[config.mk]
export PLATFORM = sky130hd
export DESIGN_NAME = cart_rom_fetch
export DESIGN_NICKNAME = d
export VERILOG_FILES = /design/src/rtl/cart_rom_fetch.sv
export SDC_FILE = /design/constraint.sdc
export NUM_CORES = 1
export LEC_CHECK = 0
export CAP_MARGIN = 0
export CELL_PAD_IN_SITES_DETAIL_PLACEMENT = 0
export CELL_PAD_IN_SITES_GLOBAL_PLACEMENT = 1
export CORE_MARGIN = 2
export CORE_UTILIZATION = 47
export DETAILED_ROUTE_END_ITERATION = 7
export DONT_BUFFER_PORTS = 1
export PLACE_DENSITY_LB_ADDON = 0.1
export SLEW_MARGIN = 20
export SYNTH_ARGS = -nofsm -noshare
export SYNTH_HDL_FRONTEND = slang
export SYNTH_SLANG_ARGS = --single-unit
[constraint.sdc]
create_clock -name clk_sys -period 2.97 [get_ports clk_sys]
set_input_delay 0.1485 -clock clk_sys [delete_from_list [all_inputs] [get_ports clk_sys]]
set_output_delay 0.1485 -clock clk_sys [all_outputs]
set_load 0.1 [all_outputs]
[src/rtl/cart_rom_fetch.sv]
// cart_rom_fetch: byte-wide cart ROM reader in front of a 16-bit SDRAM port.
// It keeps a one-word cache so that the second byte of a word costs no SDRAM trip.
// Ports:
//   clk_sys, reset    system clock and synchronous active-high reset
//   rd_stb            one-cycle read strobe; rom_address is valid with it
//   rom_address[24:0] byte address from the cart mapper
//   inval             level; drops the cached word (cart load, flag change)
//   sdr_req, sdr_addr level request and word address to the SDRAM arbiter
//   sdr_ack, sdr_data one-cycle fill pulse and its 16-bit word (low byte = even addr)
//   rom_din[7:0]      byte returned to the mapper; holds between accesses
//   busy              high while an SDRAM request is outstanding
//   timeout_err       sticky; set when a request got no ack within 256 cycles
module cart_rom_fetch (
  input  logic        clk_sys,
  input  logic        reset,
  input  logic        rd_stb,
  input  logic [24:0] rom_address,
  input  logic        inval,
  output logic        sdr_req,
  output logic [23:0] sdr_addr,
  input  logic        sdr_ack,
  input  logic [15:0] sdr_data,
  output logic [7:0]  rom_din,
  output logic        busy,
  output logic        timeout_err
);

  typedef enum logic {IDLE, BUSY} state_t;

  state_t      state;
  logic [23:0] tag;
  logic [15:0] data;
  logic        valid;
  logic [24:0] lat_addr;
  logic        pend;
  logic [24:0] pend_addr;
  logic [7:0]  cnt;

  // In IDLE a fresh strobe wins over a parked one; otherwise the parked
  // address is replayed as if it had just been strobed.
  logic        req_v;
  logic [24:0] req_a;
  logic        hit;

  always_comb begin
    req_v = rd_stb | pend;
    req_a = rd_stb ? rom_address : pend_addr;
    hit   = valid && (tag == req_a[24:1]);
  end

  assign busy = (state == BUSY);

  always_ff @(posedge clk_sys) begin
    if (reset) begin
      state       <= IDLE;
      tag         <= '0;
      data        <= '0;
      valid       <= 1'b0;
      lat_addr    <= '0;
      pend        <= 1'b0;
      pend_addr   <= '0;
      cnt         <= '0;
      sdr_req     <= 1'b0;
      sdr_addr    <= '0;
      rom_din     <= 8'hFF;
      timeout_err <= 1'b0;
    end else begin
      case (state)
        IDLE: begin
          pend <= 1'b0;
          if (req_v) begin
            if (hit) begin
              rom_din <= req_a[0] ? data[15:8] : data[7:0];
            end else begin
              lat_addr <= req_a;
              sdr_req  <= 1'b1;
              sdr_addr <= req_a[24:1];
              cnt      <= '0;
              state    <= BUSY;
            end
          end
        end
        BUSY: begin
          // Strobes during a fill park here; the latest one wins.
          if (rd_stb) begin
            pend      <= 1'b1;
            pend_addr <= rom_address;
          end
          if (sdr_ack) begin
            data    <= sdr_data;
            tag     <= lat_addr[24:1];
            valid   <= 1'b1;
            rom_din <= lat_addr[0] ? sdr_data[15:8] : sdr_data[7:0];
            sdr_req <= 1'b0;
            state   <= IDLE;
          end else if (cnt == 8'hFF) begin
            // Give up: cache untouched, mapper sees open-bus 0xFF.
            sdr_req     <= 1'b0;
            rom_din     <= 8'hFF;
            timeout_err <= 1'b1;
            state       <= IDLE;
          end else begin
            cnt <= cnt + 8'd1;
          end
        end
        default: state <= IDLE;
      endcase
      // Placed last so it overrides a same-cycle fill.
      if (inval) valid <= 1'b0;
    end
  end

endmodule

# After elaboration in Yosys (flattened, before gate mapping)
# Cells that the tools add are included.
dict set report op_classes {
  n_addsub 1
  eq_ne 9
  mux 25
  n_bitwise 4
  reduce_logical 8
}
# cell n
set op_table {}
lappend op_table {{two-way mux 8 bit} 10}
lappend op_table {{case mux 8 bit (2 select lines)} 2}
lappend op_table {{two-way mux 25 bit} 1}
lappend op_table {{== test 24 bit} 1}
lappend op_table {{!= test 2 bit (second input constant)} 6}
lappend op_table {{AND reduction 3 bit} 4}
lappend op_table {{two-way mux 1 bit} 9}
lappend op_table {{adder 8 x 1 -> 8 bit (second input constant)} 1}
lappend op_table {{== test 8 bit (second input constant)} 1}
lappend op_table {{case mux 1 bit (2 select lines)} 3}
lappend op_table {{AND reduction 4 bit} 1}
lappend op_table {{!= test 3 x 2 -> 1 bit (second input constant)} 1}
lappend op_table {{NOT 1 bit} 3}
lappend op_table {{AND reduction 2 bit} 1}
lappend op_table {{OR reduction 2 bit} 1}
lappend op_table {{logical AND 1 bit} 1}
lappend op_table {{bitwise OR 1 bit} 1}
dict set report totals {
  reg_bits 135
  in_bits 46
  word_cells 59
}

# Logic depth before layout (Yosys ltp)
dict set report logic_depth {
  depth_word 6
  depth_mapped 9
  mapped_depth_nobuf 6
}

# Worst setup path before layout
# OpenSTA, ideal clock, no wires.
dict set report synth_path {
  kind {reg-to-reg}
  start {register state, in the netlist busy}
  end {register tag[13]}
  arrival_time_ns 2.323
  required_time_ns 2.900
  slack_ns 0.577
  stages_incl_launch_ff 8
  n_path_buf 4
  period_less_slack_ns 2.393
  cell_sequence {dfxtp_1 -> clkbuf_1 -> and2_1 -> clkbuf_1 -> clkbuf_1 -> buf_1 -> nand2_1 -> a21oi_1}
}
dict set report synth_via {
  elab_chain_len 1
}
# element line
set synth_rtl {}
lappend synth_rtl {{from (decl)} 30} ;# state_t state;
lappend synth_rtl {{from (signal assigned)} 55} ;# state <= IDLE;
lappend synth_rtl {{from (signal assigned)} 79} ;# state <= BUSY;
lappend synth_rtl {{from (signal assigned)} 95} ;# state <= IDLE;
lappend synth_rtl {{AND reduction 2 bit (no line)} n/a}
lappend synth_rtl {{to (signal assigned)} 91} ;# tag <= lat_addr[24:1];
lappend synth_rtl {{to (decl)} 31} ;# logic [23:0] tag;
# Every way passes these cells.
# A chain may end at the register's enable or synchronous reset.

# Worst setup path after layout
dict set report layout_path {
  start {register pend_addr[12]}
  end {register sdr_addr[2]}
}
dict set report layout_via {
  elab_chain_len 5
}
# element line
set layout_rtl {}
lappend layout_rtl {{from (decl)} 36} ;# logic [24:0] pend_addr;
lappend layout_rtl {{from (signal assigned)} 87} ;# pend_addr <= rom_address;
lappend layout_rtl {{two-way mux 25 bit} n/a}
lappend layout_rtl {{== test 24 bit} 48} ;# hit = valid && (tag == req_a[24:1]);
lappend layout_rtl {{logical AND 1 bit} 48}
lappend layout_rtl {{NOT 1 bit (no line)} n/a}
lappend layout_rtl {{AND reduction 3 bit (no line)} n/a}
lappend layout_rtl {{to (signal assigned)} 77} ;# sdr_addr <= req_a[24:1];
lappend layout_rtl {{to (decl)} 20} ;# output logic [23:0] sdr_addr,
# Every way passes these cells.

==> qor.yml <==
timing:
  clock.fmax_ghz: 0.450
  tns_ps: 0
  finalCritPeriodShare_pct: 74.9
  period_needed_ps: 2220
  relSlewSlack_pct: 32.5
  rsz0062_at_grt: "false"
  finalMaxSlewViolations: 0
  setup-violations-final: 0
  finalHoldViolations: 0
  holdWs_ps: 19.6
  tightestPinTransition_ps: 1010
  finalClockSkew_ps: 6.24
worst_setup_path:
  end_kind: "flop"
  crit_type: "flop to flop"
  start_kind: "flop"
  r2r_cells: 7
  reg2reg_from: "pend_addr[12]"
  worstReg2RegEnd: "sdr_addr[2]"
  cp.arrival_ps: 2460
  required_ps: 3210
  worstPathMaxFanout: 32
  regToRegSetupSlack_ps: 750
routing:
  postRouteAntennaNets: 0
  via_count: 4093
  wl_um: 12700
  dr.pass1.iters: 4
  drc: 0
  routedWlPerCell_um: 16.2
  drt_iter0_markers: 228
  vias_per_cell: 5.24
global_routing:
  gr-total-overflow: 0
  met3_usage_pct: 4.64
  grt_pass1_vias: 3948
  grt_use_total_pct: 21.5
  grt_pass1_wl_um: 19900
  use_met2_pct: 35.9
  gr-max-usage-layer: "met2"
  gr-usage-met1_pct: 27.5
  antenna_found_initial: 0
  grt_max_degree: 85
clocking:
  tritoncts: "yes"
  post_cts_resize_count: 0
  clock-sinks: 111
  clk_latency_ps: 350
  cts_root_buf: "clkbuf_16"
  hold_buffers: 42
  clk_pin_slew_ps: 70
  cts_setup_buffers: 0
  cts_buffer_depth: 2
  cts_buffers: 9
  h-tree-depth: 3
place:
  place_hpwl_um: 7460
  gp_congestion: 0.759
  port_buffers: 0
logic_synthesis:
  synth_warnings: 0
  synth_top_area_share_pct: 41.9
  synth_area_leaders: "dfxtp_1 (42%), nand2_1 (9.1%), mux2i_1 (7.5%)"
  syn_nets: 665
  synth-seq-area-share_pct: 41.9
  ys_ff_latch: 111
  synth_cells: 618
  synth_top_area_cell: "dfxtp_1"
  synth.avg_cell_area_um2: 8.59
  synth_cell_type_count: 38
  syn_area_um2: 5310
final_layout:
  num_antenna_cells: 0
  drive_gt1_share_pct: 12.5
  final_util_pct: 56.0
  final_nets: 683
  areaGrowthSynthToFinish_pct: 15.5
min_path:
  min_path_type: "primary input to flop"
  hold_start: "rd_stb"
  whs_endpoint: "pend"
  hold_depth: 2
floorplan:
  io_pins: 81
  core_um2: 10900
  die_h_um: 110
  initial_utilization_pct: 48.5
  die_w_um: 110
  die_area_um2: 12200
  num_rows: 38
status:
  status: "finished, final reports clean"
power_and_ir_drop:
  p_total_w: 0.00355
  power.density_nw_per_um2: 579
  peakVddDrop_mv: 0.348
  p_leak_nw: 2.38
job:
  max_cap_violations: 0
## critical path, cell delays in order, from the launching register on
cell	delay, ps
dfxtp_1	310
mux2i_1	210
xor2_1	220
nand4_1	180
nor4_4	460
a311oi_4	170
buf_12	230
mux2_4	310
## placed cells by master (no fill, tap or decap), types with 7 or more instances in the layout
master	count
a211oi_1	11
a21oi_1	76
buf_4	30
clkbuf_16	9
dfxtp_1	110
dlygate4sd3_1	41
mux2_4	22
mux2i_1	40
nand2_1	129
nand3b_1	7
nor2_1	52
nor2b_1	33
nor3_1	8
xor2_1	21
## worst max path at each step
stage,from,slack [ps],endpoint,cells after the start
after floorplan,busy,580,tag[13],7
after global placement,pend_addr[17],780,sdr_addr[21],7
after detailed placement,pend_addr[12],730,sdr_addr[8],7
after CTS,pend_addr[12],720,sdr_addr[8],7
after global routing,pend_addr[12],620,sdr_addr[8],7
final,pend_addr[12],750,sdr_addr[2],7
## logic make-up (layout without fill, tap and decap cells)
family / Yosys count / in the layout / synth area share [%]
compound gates: 99 / 99 / 10.8
xor+xnor: 26 / 26 / 4.29
fa+ha+maj: 1 / 1 / 0.236
buf+inv: 68 / 91 / 7.24
flops: 111 / 111 / 41.9
mux: 66 / 66 / 14.7
simple gates: 247 / 247 / 20.9
## where the power goes
| part | internal [W] | switching [W] |
|---|---|---|
| Sequential | 0.00154 | 0.000102 |
| Combinational | 0.000197 | 0.000340 |
| Clock | 0.000823 | 0.000538 |
## Yosys cell counts
cell      instances
or4b_2            1
nor3_1            8
buf_1             5
nor3_2            1
o22ai_1           5
nand2b_1          2
xor2_1           21
ha_1              1
inv_1             2
nor4_4            1
a31oi_1           1
mux2_4           22
o21a_1            1
and2_0            1
and2_1            1
clkbuf_1         31
nand2_1         129
a311oi_4          1
nand3_1           4
mux2_2            3
xnor2_1           5
buf_4            24
nor2b_1          33
a41oi_2           1
nand3b_1          7
buf_6             5
a211oi_1         11
dfxtp_1         111
nand4_1           5
nor2_1           52
mux2i_1          40
mux2i_2           1
o21ai_0           1
o211ai_1          1
buf_2             1
and3_1            2
a311o_1           1
a21oi_1          76
## registers in the layout, summed over array words and instances, names as in the netlist
register,count
pend,1
sdr_req,1
sdr_addr,23
busy,1
rom_din,8
data,16
lat_addr,2
timeout_err,1
pend_addr,25
cnt,8
tag,24
valid,1
## metrics by stage
step	area (µm²)	setup slack, ps	instances
6_report	6130	745	781
5_1_grt	6130	620	781
4_1_cts	6130	716	781
3_5_place_dp	5350	726	723
3_3_place_gp	5350	785	723
2_1_floorplan	5310	577	618
## cell type report
class | count | area (µm²)
Timing Repair Buffer | 73 | 683
Inverter | 2 | 7.51
Clock buffer | 10 | 229
Clock inverter | 6 | 109
Tap cell | 140 | 175
Fill cell | 1006 | 4810
Sequential cell | 111 | 2220
Multi-Input combinational cell | 439 | 2700
## routing by layer
metal  routed length [µm]  up-vias
met4                  218        0
met5                    0        -
li1                     -     2064
met2                 6000       87
met3                  694       16
met1                 5740     1926
No activity file was read; power rests on OpenSTA's default activity.
